### src/rtl/bram_bank_loader.sv
// bram_bank_loader: stripes a valid/ready word stream round-robin across the BRAM bank write ports.
// Define LOADER_STALL_CNT_EN to add o_stall_cnt, a saturating count of LOAD cycles without i_vld.
module bram_bank_loader #(
   parameter int NUM_BANK = 16,
   parameter int DW       = 128,
   parameter int AW       = 9,
   parameter int DEPTH    = 512,
   parameter int CW       = 14
) (
   input  logic                clk,
   input  logic                rst,
   input  logic                iStart,
   input  logic [CW-1:0]       i_num_words,
   input  logic [AW-1:0]       i_base_addr,
   input  logic                i_vld,
   output logic                o_rdy,
   input  logic [DW-1:0]       i_data,
   output logic [NUM_BANK-1:0] o_ena,
   output logic [NUM_BANK-1:0] o_wea,
   output logic [AW-1:0]       o_addra,
   output logic [DW-1:0]       o_dia,
   output logic                o_busy,
   output logic                o_done,
   output logic                o_err
`ifdef LOADER_STALL_CNT_EN
   ,
   output logic [15:0]         o_stall_cnt
`endif
);
   localparam int BW = $clog2(NUM_BANK);
   localparam logic [1:0] S_IDLE = 2'd0;
   localparam logic [1:0] S_LOAD = 2'd1;
   localparam logic [1:0] S_DONE = 2'd2;
   localparam logic [CW-1:0] MAX_WORDS = CW'(NUM_BANK * DEPTH);
   logic [1:0]          state_q, state_d;
   logic [CW-1:0]       num_q, num_d, cnt_q, cnt_d;
   logic [AW-1:0]       base_q, base_d, row_q, row_d, addr_q, addr_d;
   logic [BW-1:0]       bank_q, bank_d;
   logic [NUM_BANK-1:0] ena_q, ena_d;
   logic [DW-1:0]       dia_q, dia_d;
   logic                err_q, err_d;
   logic                start, acc, wrap, last_bank;
   logic [AW:0]         sum;
   always_comb begin
      start     = state_q == S_IDLE && iStart;
      acc       = state_q == S_LOAD && i_vld;
      last_bank = bank_q == BW'(NUM_BANK - 1);
      sum       = {1'b0, base_q} + {1'b0, row_q};
      wrap      = sum >= (AW+1)'(DEPTH);
      num_d     = start ? (i_num_words > MAX_WORDS ? MAX_WORDS : i_num_words) : num_q;
      base_d    = start ? i_base_addr : base_q;
      bank_d    = start ? '0 : acc ? (last_bank ? '0 : bank_q + 1'b1) : bank_q;
      row_d     = start ? '0 : (acc && last_bank) ? row_q + 1'b1 : row_q;
      cnt_d     = start ? '0 : acc ? cnt_q + 1'b1 : cnt_q;
      err_d     = start ? 1'b0 : err_q | (acc & wrap);
      ena_d     = acc ? NUM_BANK'(1) << bank_q : '0;
      addr_d    = acc ? (wrap ? AW'(sum - (AW+1)'(DEPTH)) : sum[AW-1:0]) : addr_q;
      dia_d     = acc ? i_data : dia_q;
      state_d   = start ? (i_num_words == '0 ? S_DONE : S_LOAD)
                : (acc && cnt_q == num_q - 1'b1) ? S_DONE
                : state_q == S_DONE ? S_IDLE : state_q;
   end
   always_ff @(posedge clk) begin
      if (rst) begin
         state_q <= S_IDLE;
         num_q   <= '0;
         cnt_q   <= '0;
         base_q  <= '0;
         row_q   <= '0;
         bank_q  <= '0;
         addr_q  <= '0;
         ena_q   <= '0;
         dia_q   <= '0;
         err_q   <= 1'b0;
      end else begin
         state_q <= state_d;
         num_q   <= num_d;
         cnt_q   <= cnt_d;
         base_q  <= base_d;
         row_q   <= row_d;
         bank_q  <= bank_d;
         addr_q  <= addr_d;
         ena_q   <= ena_d;
         dia_q   <= dia_d;
         err_q   <= err_d;
      end
   end
   assign o_rdy   = state_q == S_LOAD;
   assign o_busy  = state_q != S_IDLE;
   assign o_done  = state_q == S_DONE;
   assign o_ena   = ena_q;
   assign o_wea   = ena_q;
   assign o_addra = addr_q;
   assign o_dia   = dia_q;
   assign o_err   = err_q;
`ifdef LOADER_STALL_CNT_EN
   logic [15:0] stall_q, stall_d;
   always_comb
      stall_d = start ? '0 : (state_q == S_LOAD && !i_vld && stall_q != 16'hFFFF) ? stall_q + 1'b1 : stall_q;
   always_ff @(posedge clk)
      stall_q <= rst ? '0 : stall_d;
   assign o_stall_cnt = stall_q;
`endif
endmodule
### config.mk
export PLATFORM = sky130hd
export DESIGN_NAME = bram_bank_loader
export DESIGN_NICKNAME = d
export VERILOG_FILES = /design/src/rtl/bram_bank_loader.sv
export SDC_FILE = /design/constraint.sdc
export NUM_CORES = 1
export LEC_CHECK = 0
export CAP_MARGIN = 0
export CORE_MARGIN = 3
export CORE_UTILIZATION = 48
export CTS_BUF_LIST = sky130_fd_sc_hd__clkbuf_2 sky130_fd_sc_hd__clkbuf_4 sky130_fd_sc_hd__clkbuf_8
export DETAILED_ROUTE_END_ITERATION = 8
export HOLD_SLACK_MARGIN = 0.03
export PLACE_DENSITY = 0.88
export RECOVER_POWER = 50
export SKIP_LAST_GASP = 1
export SLEW_MARGIN = 20
export SYNTH_ARGS = -nofsm -noshare
export SYNTH_HDL_FRONTEND = slang
export SYNTH_SLANG_ARGS = --single-unit
### constraint.sdc
create_clock -name clk -period 4.6 [get_ports clk]
set_clock_uncertainty 0.15 [all_clocks]
set_input_delay 0.46 -clock clk [delete_from_list [all_inputs] [get_ports clk]]
set_output_delay 0.46 -clock clk [all_outputs]
set_load 0.05 [all_outputs]
# Word level (Yosys, flattened, before mapping)
# Index checks and enable logic that the tools add are counted.
[op_classes]
addsub = 6
n_mul = 0
n_div = 0
order_cmp = 2
eq_ne = 4
n_shift = 1
mux = 7
bitwise_logic = 3
reduce_logical = 10
[ops]
columns = ["cell", "n"]
rows = [
  ["$shl A1 B4 Y16 const A", 1],
  ["$add A14 B1 Y14 const B", 1],
  ["$eq A14 B14 Y1", 1],
  ["$gt A14 B14 Y1 const B", 1],
  ["$logic_not A14 Y1", 1],
  ["$mux W14", 1],
  ["$sub A14 B1 Y14 const B", 1],
  ["$add A9 B9 Y10", 1],
  ["$ge A10 B10 Y1 const B", 1],
  ["$add A9 B1 Y9 const B", 1],
  ["$mux W9", 1],
  ["$sub A9 B1 Y9 const B", 1],
  ["$mux W2", 4],
  ["$add A4 B1 Y4 const B", 1],
  ["$eq A4 B4 Y1 const B", 1],
  ["$logic_and A1 B1 Y1", 4],
  ["$mux W4", 1],
  ["$reduce_or A2 Y1", 2],
  ["$reduce_bool A3 Y1", 1],
  ["$eq A2 B1 Y1 const B", 1],
  ["$eq A2 B2 Y1 const B", 1],
  ["$logic_not A2 Y1", 1],
  ["$reduce_bool A2 Y1", 1],
  ["$and A1 B1 Y1", 1],
  ["2 further kinds", 2],
]
[word_totals]
reg_bits = 206
latchBits = 0
mem_bits_rw = 0
rom_bits = 0
output_inout_bits = 173
wordCells = 43
n_memories = 0

# Longest topological paths before layout
[depth]
ltp_word = 5
mapped_depth = 9
depth_no_buf = 8

# Worst setup path after synthesis
# No wires, ideal clock.
[synth_timing]
kind = "register to register"
startpoint = "reg num_q[0]"
endpoint = "reg state_q[0]"
arrival_time_ns = 1.940
slack_ns = 2.384
path_stages_with_launch = 10
path_buffers = 1
period_less_slack_ns = 2.216
cell_sequence = "dfxtp_1 > inv_1 > ha_1 > buf_2 > or4b_1 > nor4_1 > o211ai_1 > a31oi_1 > a41o_1 > a21oi_2"
[synth_via]
elab_chain_len = 5
elab_cells_between_ends = 6
[synth_lines]
columns = ["element", "line", "source"]
rows = [
  ["start: declaration", "36", "logic [CW-1:0] num_q, num_d, cnt_q, cnt_d;"],
  ["start signal: assignment", "77", "num_q <= num_d;"],
  ["$sub A14 B1 Y14 *", "60", ": (acc && cnt_q == num_q - 1'b1) ? S_DONE"],
  ["$eq A14 B14 Y1 *", "60", ""],
  ["$logic_and A1 B1 Y1 *", "60", ""],
  ["$mux W2", "60", ""],
  ["$mux W2", "59", "state_d = start ? (i_num_words == '0 ? S_DONE : S_LOAD)"],
  ["end signal: assignment", "76", "state_q <= state_d;"],
  ["end: declaration", "35", "logic [1:0] state_q, state_d;"],
]
# Every way passes the cells marked *; elsewhere a longest branch is shown, timed or not.
# A chain may end at the register's enable or synchronous reset.

==> impl_metrics.toml <==
[floorplanning]
boundaryPins = 328
initial_utilization_pct = 49.45
fp.dieH_um = 137.2
fp.dieArea_mm2 = 0.01882
core_mm2 = 0.01670
rows = 47
die_x_um = 137.2

[worst_hold_path]
min_from = "o_dia[59]"
hp-class = "flop to flop"

[routing]
routed_wl_um = 26020
wl_per_cell_um = 16.86
detail-route-antenna-nets = 0
via_count = 8074
drt-vias-per-instance = 5.233
first_pass_iters = 5
drt-initial-drc-count = 506
drc_errors = 0

[placement]
place_area_mm2 = 0.01146
gp_congestion = 0.9003
numPortBuffers = 327
dp_hpwl_um = 18090

[global_route]
grt_pass1_wl_um = 39250
track_usage_pct = 26.25
grtUsageMet2_pct = 46.16
grt_max_degree = 94
grt_overflow = 0
met3_usage_pct = 9.094
antenna_found_initial = 1
grt_pass1_vias = 7668
grtUsageMet1_pct = 29.04
grt.busiest_layer = "met2"

[timing]
holdWs_ns = 0.2980
fmax_mhz = 301.5
min_period_ns = 3.316
maxSlewViolCount = 203
period_share_pct = 72.09
worst_pin_slew_ns = 1.808
tns_ns = 0
slew_headroom_pct = -20.53
setup_viol = 0
hold_violations = 0
rsz0062_at_grt = "no"

[clock_tree]
cts_tree = "yes"
post_cts_buffers = 0
cts_sinks = 206
numCtsBuffers = 36
root_buffer = "clkbuf_8"
cts_resized = 0
path_clk_slew_ns = 0.06
clk_latency_ns = 0.52
cts_hold_buf = 0
cts_max_level = 2
clockBufferDepth = 3

[power_and_ir_drop]
power.density_mw_per_mm2 = 354.1
total_power_w = 0.004322
vdd_ir_drop_max_mv = 0.2632
leakage_nw = 4.664

[setup_path]
crit_path_start = "rst"
cp_max_fo = 89
r2r-end = "o_dia[108]"
critical_path_class = "input pin to flop"
crit_arrival_ns = 3.55
start_kind = "input pin"
cp.required_ns = 4.83
rrSetupSlack_ns = 1.76
reg2regPathDepth = 4
r2r_start = "state_q[1]"
endpoint_kind = "flop"
cp-endpoint = "o_addra[7]"

[synthesis]
yosys_warnings = 0
synth.top_cell.area_share_pct = 49.93
synth-edff-count = 0
syn-num-nets = 1178
netlist_top_cells_area = "dfxtp_1 (50%), nand2_1 (14%), a21oi_1 (9.8%), ha_1 (2.7%), clkbuf_1 (2.4%)"
synth_area_per_cell_um2 = 8.226
synth-seq-cells = 206
yosysTopAreaCell = "dfxtp_1"
yosysUniqueCellTypes = 65
syn_inst = 1004
synth_ff_type = "dfxtp_1"
synth_area_mm2 = 0.008259
async_reset_ff_share_pct = 0
seq_area_frac_synth_pct = 49.93

[run_status]
violations = "max-capacitance violations, max-slew violations"
outcome = "complete, but fails checks"

[run]
drv_cap = 3

[finish]
area_delta_synth_final_pct = 47.81
postLayoutCoreUtil_pct = 73.10
drive_above_1_share_pct = 6.652
fin_area_mm2 = 0.01221
fin_nets = 1470
antenna_cells = 0
-- sequential cells by signal, indices dropped and copies added (netlist names) --
name,flops
o_dia,128
num_q,14
bank_q,4
base_q,9
state_q,2
o_ena,16
o_err,1
cnt_q,14
o_addra,9
row_q,9
-- layout make-up --
cell class / count / area (um^2)
clock buffers: 59 / 724.4
repair buffers: 333 / 3304
flip-flops and latches: 206 / 4124
inverters: 11 / 41.29
multi-input cells: 708 / 3704
clock inverters: 6 / 35.03
well taps: 220 / 275.3
fillers: 1234 / 4493
-- kinds of logic (layout without fill, tap and decap cells) --
group	count (synthesis)	after routing	share of synthesized area [%]
and+or+nand+nor	428	428	22.09
DFF	206	206	49.93
buffers and inverters	90	409	5.272
AOI/OAI and AO/OA	222	222	15.57
adders and majority gates	19	19	2.969
muxes	2	2	0.2424
xor gates and xnor gates	37	37	3.924
-- cells in the mapped netlist, types with 3 or more instances --
library cell / number
and3_1: 3
nor2b_1: 3
clkbuf_1: 53
inv_1: 11
nand2_1: 310
buf_4: 17
o21ai_0: 14
o211ai_1: 3
nand4_1: 13
a31oi_1: 4
ha_1: 18
buf_6: 3
a21o_1: 3
a21oi_1: 161
or3_1: 11
nor4_1: 4
nand3b_1: 3
xnor2_1: 19
nand3_1: 5
dfxtp_1: 206
xor2_1: 18
nor2_1: 44
buf_1: 4
nor3_1: 14
nand2b_1: 3
a22o_1: 11
-- cells in the final DEF (no fill, tap or decap), drive strengths merged, types with 3 or more instances in the layout --
cell type and n:
o211ai 3, and3 3, a31oi 4, nand2b 3, dfxtp 206, a22o 11, o311ai 3, nor3 15
dlygate4sd3 84, a21oi 162, nand3 5, clkdlybuf4s50 242, xnor2 19, or3 13, clkinv 4, ha 18
nand3b 3, xor2 18, nand2 310, clkbuf 63, nor2 45, buf 3, nor2b 3, nand4 13
nor4 5, a21o 3, inv 11, o21ai 16
-- critical path, cell delays in order --
cell and delay (ns):
clkbuf_2 1.05, clkbuf_2 1.45, nor3_1 0.16, o311ai_0 0.17
o211ai_1 0.13
-- report_power, final --
| part | switching (W) | internal (W) |
|---|---|---|
| Sequential | 0.0000422 | 0.00185 |
| Combinational | 0.000418 | 0.000279 |
| Clock | 0.000738 | 0.000997 |
| Total | 0.00120 | 0.00312 |
-- stage by stage --
stage                     worst slack [ns]  std cells
after floorplan                      2.384       1004
after global placement               1.683       1478
after detailed placement             1.652       1478
after CTS                            1.912       1543
after global routing                 1.054       1543
final                                1.284       1543
-- routing by layer --
metal  routed length (um)  part of all wire, %
met4                  880                  3.4
met2                13020                   50
met5                   18                0.069
met1                 9781                   38
met3                 2321                  8.9
-- how the worst min path moves through the flow --
| stage | end | slack (ns) | cells after the start |
|---|---|---|---|
| 2_1_floorplan | base_q[4] | 0.29 | 2 |
| 3_3_place_gp | o_dia[106] | 0.29 | 2 |
| 3_5_place_dp | o_addra[4] | 0.29 | 2 |
| 4_1_cts | o_addra[4] | 0.30 | 2 |
| 5_1_grt | o_dia[38] | 0.32 | 3 |
| 6_report | o_dia[59] | 0.30 | 2 |
No activity file was read; power rests on OpenSTA's default activity.
